### src/rtl/vga_timing_rx.sv
// VGA timing receiver: rebuilds pixel coordinates, data-enable and frame
// markers from incoming hsync/vsync, measures the line period and checks the
// incoming timing against the configured format to produce lock and errors.
module vga_timing_rx #(
  parameter int H_SYNC       = 96,
  parameter int H_BACK_PORCH = 48,
  parameter int H_VALID      = 640,
  parameter int H_TOTAL      = 800,
  parameter int V_SYNC       = 2,
  parameter int V_BACK_PORCH = 33,
  parameter int V_VALID      = 480,
  parameter int V_TOTAL      = 525,
  parameter int LOCK_FRAMES  = 2
) (
  input  logic       vga_clk,
  input  logic       rst,
  input  logic       hsync,
  input  logic       vsync,
  input  logic       clr_err,
  output logic [9:0] pix_x,
  output logic [9:0] pix_y,
  output logic       de,
  output logic       frame_start,
  output logic       locked,
  output logic       err,
  output logic       err_flag,
  output logic [9:0] line_period
);

  localparam logic [9:0] CNT_MAX     = 10'h3ff;
  localparam logic [9:0] H_ACT_START = 10'(H_SYNC + H_BACK_PORCH);
  localparam logic [9:0] H_ACT_END   = 10'(H_SYNC + H_BACK_PORCH + H_VALID - 1);
  localparam logic [9:0] V_ACT_START = 10'(V_SYNC + V_BACK_PORCH);
  localparam logic [9:0] V_ACT_END   = 10'(V_SYNC + V_BACK_PORCH + V_VALID - 1);
  localparam logic [9:0] H_TOT       = 10'(H_TOTAL);
  localparam logic [9:0] V_TOT       = 10'(V_TOTAL);
  localparam logic [9:0] H_SYNC_W    = 10'(H_SYNC);
  localparam logic [9:0] V_SYNC_W    = 10'(V_SYNC);
  localparam logic [3:0] LOCK_N      = 4'(LOCK_FRAMES);

  typedef enum logic [1:0] {
    ST_SEARCH,
    ST_ACQ,
    ST_LOCKED
  } state_e;

  // Saturating 10-bit increment shared by every counter in the receiver.
  function automatic logic [9:0] sat_inc(input logic [9:0] v);
    return (v == CNT_MAX) ? v : v + 10'd1;
  endfunction

  // Sync history and timing counters.
  logic       hs_q, vs_q;
  logic       vs_pending_q, vs_pending_d;
  logic [9:0] rx_h_q, rx_h_d;
  logic [9:0] rx_v_q, rx_v_d;
  logic [9:0] hs_width_q, hs_width_d;
  logic [9:0] vs_lines_q, vs_lines_d;

  // Lock state machine.
  state_e     state_q, state_d;
  logic [3:0] good_q, good_d;

  // Registered outputs.
  logic [9:0] pix_x_q, pix_x_d;
  logic [9:0] pix_y_q, pix_y_d;
  logic       de_q, pix_act;
  logic       frame_start_q;
  logic       locked_q, lock_nxt;
  logic       err_q, err_d;
  logic       err_flag_q, err_flag_d;
  logic [9:0] line_period_q, line_period_d;

  // Events and violations of the current cycle.
  logic hs_rise, hs_fall, vs_rise, frame_evt;
  logic viol_line, viol_hsw, viol_frame, viol_to, viol;
  logic h_act, v_act;

  // Edge detection, counter updates and timing checks.
  // NOTE: every signal written here gets a default first, so no path through
  // the block leaves a value unassigned and no latch is inferred.
  always_comb begin
    hs_rise   = hsync & ~hs_q;
    hs_fall   = ~hsync & hs_q;
    vs_rise   = vsync & ~vs_q;
    // A vsync rise waits for the next hsync rise (same cycle or later).
    frame_evt = hs_rise & (vs_pending_q | vs_rise);

    rx_h_d        = hs_rise ? 10'd0 : sat_inc(rx_h_q);
    vs_pending_d  = hs_rise ? 1'b0 : (vs_pending_q | vs_rise);
    line_period_d = hs_rise ? sat_inc(rx_h_q) : line_period_q;

    rx_v_d = rx_v_q;
    if (frame_evt)    rx_v_d = 10'd0;
    else if (hs_rise) rx_v_d = sat_inc(rx_v_q);

    hs_width_d = hs_width_q;
    if (hs_rise)    hs_width_d = 10'd1;
    else if (hsync) hs_width_d = sat_inc(hs_width_q);

    // Lines that begin with vsync high; the frame-start line opens the count.
    vs_lines_d = vs_lines_q;
    if (frame_evt)            vs_lines_d = {9'd0, vsync};
    else if (hs_rise & vsync) vs_lines_d = sat_inc(vs_lines_q);

    viol_line  = hs_rise && (sat_inc(rx_h_q) != H_TOT);
    viol_hsw   = hs_fall && (hs_width_q != H_SYNC_W);
    viol_frame = frame_evt && ((sat_inc(rx_v_q) != V_TOT) || (vs_lines_q != V_SYNC_W));
    // Fires only on the step into saturation, so a stuck hsync reports once.
    viol_to    = !hs_rise && (rx_h_q == CNT_MAX - 10'd1);
    viol       = viol_line | viol_hsw | viol_frame | viol_to;
  end

  // Lock FSM next state. A violation in ACQ drops straight back to SEARCH,
  // so reaching a frame start while still in ACQ means the frame was clean.
  always_comb begin
    state_d = state_q;
    good_d  = good_q;
    unique case (state_q)
      ST_SEARCH: begin
        if (frame_evt) begin
          state_d = ST_ACQ;
          good_d  = 4'd0;
        end
      end
      ST_ACQ: begin
        if (viol) begin
          state_d = ST_SEARCH;
        end else if (frame_evt) begin
          good_d = good_q + 4'd1;
          if (good_q + 4'd1 >= LOCK_N) state_d = ST_LOCKED;
        end
      end
      ST_LOCKED: begin
        if (viol) state_d = ST_SEARCH;
      end
      default: state_d = ST_SEARCH;
    endcase
  end

  // Output next values. Pixel gating uses the next lock state so that de
  // drops on the same edge as locked and no partial line escapes.
  always_comb begin
    lock_nxt   = (state_d == ST_LOCKED);
    h_act      = (rx_h_q >= H_ACT_START) && (rx_h_q <= H_ACT_END);
    v_act      = (rx_v_q >= V_ACT_START) && (rx_v_q <= V_ACT_END);
    pix_act    = lock_nxt & h_act & v_act;
    pix_x_d    = pix_act ? rx_h_q - H_ACT_START : CNT_MAX;
    pix_y_d    = pix_act ? rx_v_q - V_ACT_START : CNT_MAX;
    err_d      = viol & (state_q != ST_SEARCH);
    // Setting has priority over clearing.
    err_flag_d = err_q ? 1'b1 : (clr_err ? 1'b0 : err_flag_q);
  end

  // Sync history and timing counters.
  // NOTE: sequential state uses non-blocking assignments only, so every
  // register samples pre-edge values regardless of statement order.
  always_ff @(posedge vga_clk or posedge rst) begin
    if (rst) begin
      hs_q         <= 1'b0;
      vs_q         <= 1'b0;
      vs_pending_q <= 1'b0;
      rx_h_q       <= 10'd0;
      rx_v_q       <= 10'd0;
      hs_width_q   <= 10'd0;
      vs_lines_q   <= 10'd0;
    end else begin
      hs_q         <= hsync;
      vs_q         <= vsync;
      vs_pending_q <= vs_pending_d;
      rx_h_q       <= rx_h_d;
      rx_v_q       <= rx_v_d;
      hs_width_q   <= hs_width_d;
      vs_lines_q   <= vs_lines_d;
    end
  end

  // Lock FSM state and its registered lock indication.
  always_ff @(posedge vga_clk or posedge rst) begin
    if (rst) begin
      state_q  <= ST_SEARCH;
      good_q   <= 4'd0;
      locked_q <= 1'b0;
    end else begin
      state_q  <= state_d;
      good_q   <= good_d;
      locked_q <= lock_nxt;
    end
  end

  // Registered pixel, marker and error outputs.
  always_ff @(posedge vga_clk or posedge rst) begin
    if (rst) begin
      pix_x_q       <= CNT_MAX;
      pix_y_q       <= CNT_MAX;
      de_q          <= 1'b0;
      frame_start_q <= 1'b0;
      err_q         <= 1'b0;
      err_flag_q    <= 1'b0;
      line_period_q <= 10'd0;
    end else begin
      pix_x_q       <= pix_x_d;
      pix_y_q       <= pix_y_d;
      de_q          <= pix_act;
      frame_start_q <= frame_evt;
      err_q         <= err_d;
      err_flag_q    <= err_flag_d;
      line_period_q <= line_period_d;
    end
  end

  assign pix_x       = pix_x_q;
  assign pix_y       = pix_y_q;
  assign de          = de_q;
  assign frame_start = frame_start_q;
  assign locked      = locked_q;
  assign err         = err_q;
  assign err_flag    = err_flag_q;
  assign line_period = line_period_q;

endmodule

### config.mk
export PLATFORM = sky130hd
export DESIGN_NAME = vga_timing_rx
export DESIGN_NICKNAME = d
export VERILOG_FILES = /design/src/rtl/vga_timing_rx.sv
export SDC_FILE = /design/constraint.sdc
export NUM_CORES = 1
export LEC_CHECK = 0
export BUFFER_PORTS_ARGS = -buffer_cell sky130_fd_sc_hd__buf_2
export CAP_MARGIN = 20
export CORE_MARGIN = 2
export CORE_UTILIZATION = 55
export DETAILED_ROUTE_END_ITERATION = 10
export GPL_TIMING_DRIVEN = 0
export PLACE_DENSITY = 0.75
export SETUP_SLACK_MARGIN = 0.02
export SLEW_MARGIN = 30
export SYNTH_ARGS = -nofsm -noshare
export SYNTH_HDL_FRONTEND = slang
export SYNTH_SLANG_ARGS = --single-unit
### constraint.sdc
create_clock -name vga_clk -period 3.05 [get_ports vga_clk]
set_input_delay 0.61 -clock vga_clk [delete_from_list [all_inputs] [get_ports vga_clk]]
set_output_delay 0.61 -clock vga_clk [all_outputs]
set_load 0.05 [all_outputs]
=== Yosys cells after proc, flatten, opt, wreduce, memory -nomap -nowiden ===
Index checks and enable logic that the tools add are counted.

* Eq/ne operators: 17
* $add $sub $neg: 7
* $lt $le $gt $ge: 5
* Multiplexer cells: 26
* Bitwise operators: 15
* Reduce and logical (&&, ||, !) cells: 18

{| class="wikitable"
|+ Operator list
! kind !! number
|-
| 10-bit two-way mux || 13
|-
| 10-bit == test (second input constant) || 5
|-
| 10-bit by 1-bit adder with 10-bit output (second input constant) || 4
|-
| 10-bit less-or-equal comparator (second input constant) || 2
|-
| 10-bit != test (second input constant) || 2
|-
| 4-bit two-way mux || 3
|-
| 2-bit nonzero test || 6
|-
| 10-bit by 6-bit >= comparator with 1-bit output (second input constant) || 1
|-
| 10-bit by 8-bit >= comparator with 1-bit output (second input constant) || 1
|-
| 2-bit two-way mux || 5
|-
| 10-bit by 2-bit != test with 1-bit output (second input constant) || 1
|-
| 10-bit by 7-bit != test with 1-bit output (second input constant) || 1
|-
| 2-bit != test (second input constant) || 5
|-
| 10-bit by 6-bit subtractor with 10-bit output (second input constant) || 1
|-
| 10-bit by 8-bit subtractor with 10-bit output (second input constant) || 1
|-
| 1-bit bitwise AND || 8
|-
| 4-bit case mux with 2 select lines || 1
|-
| 1-bit logical AND || 6
|-
| 2-bit case mux with 3 select lines || 1
|-
| 4-bit by 1-bit adder with 4-bit output (second input constant) || 1
|-
| 2-bit == test (second input constant) || 2
|-
| 4-bit by 2-bit >= comparator with 1-bit output (second input constant) || 1
|-
| 1-bit bitwise OR || 4
|-
| 2-bit AND reduction || 2
|-
| other kinds (7) || 11
|}

* Input bits: 5
* Register bits: 84
* Logic and storage cells: 105
* Output and inout port bits: 35

=== Longest topological paths before layout ===
* Word-level depth: 13
* Mapped depth: 11
* Depth with buffers taken out: 9

=== Least setup slack after synthesis ===
No wires, ideal clock.

* Kind: reg-to-reg
* Start point: register rx_v_q[1]
* End point: register pix_x_q[8], in the netlist pix_x[8]
* Path slack: 0.499 ns
* Arrival time: 2.473 ns
* Stages on the path, launching flop included: 12
* Period minus slack after synthesis: 2.551 ns
* Data required time: 2.972 ns
* Path through: dfrtp_1 ha_1 nand2_1 or3_1 clkbuf_1 o31a_1 nor4b_4 nor2_2 nor4_4 buf_6 buf_12 nand2_2

* Cells in the longest elaborated chain, start to end: 13
* Elaborated cells on any way between the ends: 18
* Those cells by class: add/sub: 1; order compare: 2; eq/ne: 3; mux: 5; bitwise: 4; reduce/logical: 3

{| class="wikitable"
|+ Ends and longest elaborated chain
! what !! RTL line !! source
|-
| from (decl) || 56 || <nowiki>logic [9:0] rx_v_q, rx_v_d;</nowiki>
|-
| from (signal assigned) || 172 || <nowiki>rx_v_q <= rx_v_d;</nowiki>
|-
| 10-bit by 1-bit adder with 10-bit output / 10-bit == test (equally long branches) || 49 || <nowiki>return (v == CNT_MAX) ? v : v + 10'd1;</nowiki>
|-
| 10-bit two-way mux || 49 ||
|-
| 10-bit != test || 108 || <nowiki>viol_frame = frame_evt && ((sat_inc(rx_v_q) != V_TOT) || (vs_lines_q != V_SYNC_W));</nowiki>
|-
| 1-bit logical OR || 108 ||
|-
| 1-bit logical AND || 108 ||
|-
| 1-bit bitwise OR (2 in series) || 111 || <nowiki>viol = viol_line | viol_hsw | viol_frame | viol_to;</nowiki>
|-
| 2-bit two-way mux, on equally long branches || 135, 127 ||
|-
| 2-bit case mux with 3 select lines || 119 || <nowiki>unique case (state_q)</nowiki>
|-
| 2-bit == test || 144 || <nowiki>lock_nxt = (state_d == ST_LOCKED);</nowiki>
|-
| 1-bit bitwise AND || 147 || <nowiki>pix_act = lock_nxt & h_act & v_act;</nowiki>
|-
| 1-bit bitwise AND * || 147 ||
|-
| via pix_act || 67 || <nowiki>logic de_q, pix_act;</nowiki>
|-
| 10-bit two-way mux * || 148 || <nowiki>pix_x_d = pix_act ? rx_h_q - H_ACT_START : CNT_MAX;</nowiki>
|-
| via pix_x_d[8] || 65 || <nowiki>logic [9:0] pix_x_q, pix_x_d;</nowiki>
|-
| to (signal assigned) || 202 || <nowiki>pix_x_q <= pix_x_d;</nowiki>
|-
| to (decl) || 65 ||
|}

The timed path passes the listed nets; every way through them passes the cells marked *.
A chain may end at the register's enable or synchronous reset.

=== Final worst setup path ===
* Start point: register rx_v_q[1]
* End point: register pix_y_q[6], in the netlist pix_y[6]

* Cells in the longest elaborated chain, start to end: 13
* Elaborated cells on any way between the ends: 19
* Those cells by class: add/sub: 2; order compare: 2; eq/ne: 3; mux: 5; bitwise: 4; reduce/logical: 3

{| class="wikitable"
|+ Ends and longest elaborated chain
! what !! RTL line !! source
|-
| 10-bit by 1-bit adder with 10-bit output / 10-bit == test (equally long branches) || 49 ||
|-
| 10-bit two-way mux || 49 ||
|-
| 10-bit != test || 108 ||
|-
| 1-bit logical OR || 108 ||
|-
| 1-bit logical AND || 108 ||
|-
| 1-bit bitwise OR (2 in series) || 111 ||
|-
| 2-bit two-way mux, on equally long branches || 135, 127 ||
|-
| 2-bit case mux with 3 select lines || 119 ||
|-
| 2-bit == test || 144 ||
|-
| 1-bit bitwise AND || 147 ||
|-
| 1-bit bitwise AND * || 147 ||
|-
| via pix_act || 67 ||
|-
| 10-bit two-way mux * || 149 || <nowiki>pix_y_d = pix_act ? rx_v_q - V_ACT_START : CNT_MAX;</nowiki>
|-
| via pix_y_d[6] || 66 || <nowiki>logic [9:0] pix_y_q, pix_y_d;</nowiki>
|-
| to (signal assigned) || 203 || <nowiki>pix_y_q <= pix_y_d;</nowiki>
|-
| to (decl) || 66 ||
|}

Marked as above.

==> out/qor.txt <==
status -> complete, no violations
DRT Pass-1 Iters -> 7
Diodes inserted -> 0
yosys warns -> 0
Power, Total -> 2.55 mW
xor/xnor share of the synthesized area -> 0.0506
pin slew with the least headroom to its limit -> 809 ps
CP endpoint -> pix_y[6]$_DFF_PP1_
routed length on met2 -> 4.45 mm
Die Ht -> 94.4 microns
Post-Synth Adder-Cell Area -> 0.0417
Initial Utilization -> 0.576
simple-gate area share of the yosys netlist -> 0.232
mean post-synth cell area -> 9.41 sq um
number of synthesized flops with an enable pin -> 0
Worst VDD drop -> 282 uV
post-synthesis mux area share -> 0.0117
largest family of logic cells by synthesized area -> simple AND/OR/NAND/NOR gates
hold buffer count at cts -> 0
Clock Tree Buf Depth -> 2
Die ar. -> 8920 sq um
area grow syn2layout -> 12.8%
Critical Path RT -> 3340 ps
Yosys cell types -> 67
cells after synthesis -> 478
I/O Pins -> 40
clock sink total -> 84
fmax -> 345 MHz
clock skew -> 9.21 ps
largest net degree at the start of global routing -> 60
unrepaired setup endpoints after global routing -> false
fill count -> 650
Post-Syn Nets -> 498
flop-to-flop setup slack -> 150 ps
Synth Register Bits -> 84
Seq/Total Area, Yosys -> 0.473
clock slew at reported path FFs -> 90 ps
Worst Path Arrival -> 3190 ps
clock tree from TritonCTS -> done
asr flop ratio synth -> 1.00
sequential share of power -> 0.495
drt initial violations -> 231
core area -> 7810 sq um
max-slew violations -> 0
share of cells above drive strength 1 -> 0.215
Crit. Startpoint -> rx_v_q[1]$_DFFE_PP0P_
switching share of power -> 0.325
DR WL met3 -> 566 microns
Routed Antenna Nets -> 0
Port Buf Inserts -> 39
DP HPWL -> 6.74 mm
maxcap violations -> 0
pwr dens -> 503 nW/um^2
Post-Syn Area -> 4500 sq um
Net Sw Power -> 830 uW
RR Startpoint -> rx_v_q[1]$_DFFE_PP0P_
M1 wire length -> 4.45 mm
final setup margin -> 147 ps
Pint -> 1.72 mW
Min-Delay Path Class -> input port to async pin
vias in the first global route -> 3412
cts bufs inserted -> 9
Top Metal Used -> met4
kind of critical path -> register to register
Inst Count DP -> 620
DRC viols -> 0
first-pass GRT wire length -> 16.0 mm
Final setup violation count -> 0
min Tclk post-route -> 2900 ps
Register-to-Register Path Depth -> 11
Fin Hold WS -> 193 ps
detailed-route vias per instance -> 5.79
Die Width -> 94.4 microns
gr usage total -> 0.229
static leakage -> 2.14 nW
grt ovf -> 0
Final period util -> 0.952
final hold vios -> 0
Clk Latency, worst-skew pair -> 360 ps
row cnt -> 32
worst slack, placed -> 12.3 ps
final WL -> 9.63 mm
Critical Path Fanout Max -> 10
Worst slew margin -> 0.453
Critical Path Source Type -> register
ys flop type -> dfrtp_1
GPL Wtd Cong -> 0.923
Post-Layout Cell Count -> 636
Final Net Count -> 549
reg-to-reg endpoint -> pix_y[6]$_DFF_PP1_
combinational power share -> 0.194
H-tree Lvls -> 3
WL per Instance -> 15.1 microns
Clock Tree Root -> clkbuf_8
fraction of the mapped netlist area in compound gates -> 0.141
Clock power frac -> 0.311
CP endpoint kind -> register
initial antenna violation count -> 0
DR vias -> 3681
[critical path, stage by stage, from the launching register on]
cell and delay (ps):
dfrtp_2 450, ha_1 240, nand2_1 130, or3_1 360, clkbuf_1 170, o31a_1 300, nor4b_4 290, nor2_2 120
nor4_4 380, buf_6 210, buf_12 140, nand2_2 40
[kinds of logic (layout without fill, tap and decap cells)]
family,after synthesis,after routing
and+or+nand+nor,204,204
AOI/OAI and AO/OA,95,95
DFF,84,84
buffers and inverters,49,105
xor gates and xnor gates,26,26
adders and majority gates,15,15
muxes,5,5
[synth_stat cells, drive strengths merged (4+ instances only)]
| cell type | instances | share of area |
|---|---|---|
| and4 | 4 | 0.0078 |
| ha | 15 | 0.042 |
| nand3 | 19 | 0.022 |
| nand2 | 68 | 0.062 |
| xor2 | 11 | 0.021 |
| buf | 10 | 0.018 |
| dfrtp | 64 | 0.36 |
| a21oi | 16 | 0.018 |
| or3 | 13 | 0.019 |
| clkbuf | 18 | 0.015 |
| nor2 | 50 | 0.042 |
| xnor2 | 15 | 0.029 |
| o31ai | 10 | 0.017 |
| o21ai | 29 | 0.032 |
| o22ai | 4 | 0.0056 |
| nor2b | 5 | 0.0070 |
| o311ai | 4 | 0.0078 |
| a31oi | 6 | 0.0097 |
| nand2b | 7 | 0.0097 |
| o211ai | 4 | 0.0067 |
| dfstp | 20 | 0.12 |
| nand4 | 12 | 0.017 |
| inv | 21 | 0.018 |
| nor3 | 7 | 0.0078 |
[placed cells by master (no fill, tap or decap), types with 5 or more instances in the layout]
| cell | n |
|---|---|
| xor2_1 | 11 |
| clkbuf_8 | 9 |
| a31oi_1 | 5 |
| nand2b_1 | 7 |
| nor2_1 | 49 |
| clkbuf_1 | 19 |
| ha_1 | 14 |
| dfstp_2 | 20 |
| nand4_1 | 12 |
| nand2_2 | 9 |
| o21ai_0 | 29 |
| or3_1 | 11 |
| nor3_1 | 7 |
| buf_2 | 43 |
| o31ai_1 | 9 |
| inv_1 | 20 |
| nand3_1 | 18 |
| dfrtp_1 | 62 |
| nand2_1 | 59 |
| a21oi_1 | 16 |
| nor2b_1 | 5 |
| xnor2_1 | 15 |
[stage by stage]
step	instance area [sq um]	setup TNS, ps	util
finish	5070	0	0.650
global route	5070	0	0.650
CTS	5060	0	0.648
detailed placement	4850	0	0.622
global placement	4820	-37180	0.617
floorplan	4500	0	-
[state kept, by name, indices dropped and copies added, names as in the netlist, 2 cells and up]
register     flops
hs_width_q      10
line_period     10
pix_x           10
pix_y           10
rx_h_q          10
rx_v_q          10
vs_lines_q      10
good_q           4
state_q          2
[layout make-up]
cell class              count  area [sq um]  share of cell area
flip-flops and latches     84          2130               0.420
repair buffers             40           223              0.0439
inverters                  21          83.8              0.0165
plain buffers              28           149              0.0293
clock buffers              10           128              0.0251
multi-input cells         345          2170               0.428
well taps                 102           128              0.0251
clock inverters             6          65.1              0.0128
[power groups by stage]
| stage | Combinational (mW) | Sequential, mW | Clock, mW |
|---|---|---|---|
| global placement | 0.469 | 1.28 | 0 |
| global route | 0.546 | 1.27 | 0.851 |
| CTS | 0.494 | 1.26 | 0.800 |
| finish | 0.496 | 1.26 | 0.794 |
| detailed placement | 0.486 | 1.28 | 0 |
| floorplan | 0.287 | 1.35 | 0 |
[metal layers]
metal  vias to the layer above  GRT usage
li1                       1779          -
met1                      1763      0.317
met2                       124      0.357
met3                        15     0.0479
met4                         0     0.0833
met5                         -          0
[how the worst min path moves through the flow]
stage	endpoint	start	slack [ps]
after floorplan	hs_width_q[6]$_DFFE_PP0P_	hs_width_q[6]$_DFFE_PP0P_	480
after global placement	err_flag$_DFFE_PP0P_	err$_DFF_PP0_	430
after detailed placement	err_flag$_DFFE_PP0P_	err$_DFF_PP0_	440
after CTS	line_period[8]$_DFFE_PP0P_	rst	200
after global routing	err$_DFF_PP0_	rst	200
final	err_flag$_DFFE_PP0P_	rst	190
[repair_timing]
action | 4_1_cts | 5_1_grt
gates cloned | 0 | 0
pin swaps | 0 | 3
gates resized for setup | 2 | 5
buffers inserted | 0 | 0
setup endpoints to repair | 9 | 19
Power figures use the tool's default switching activity.
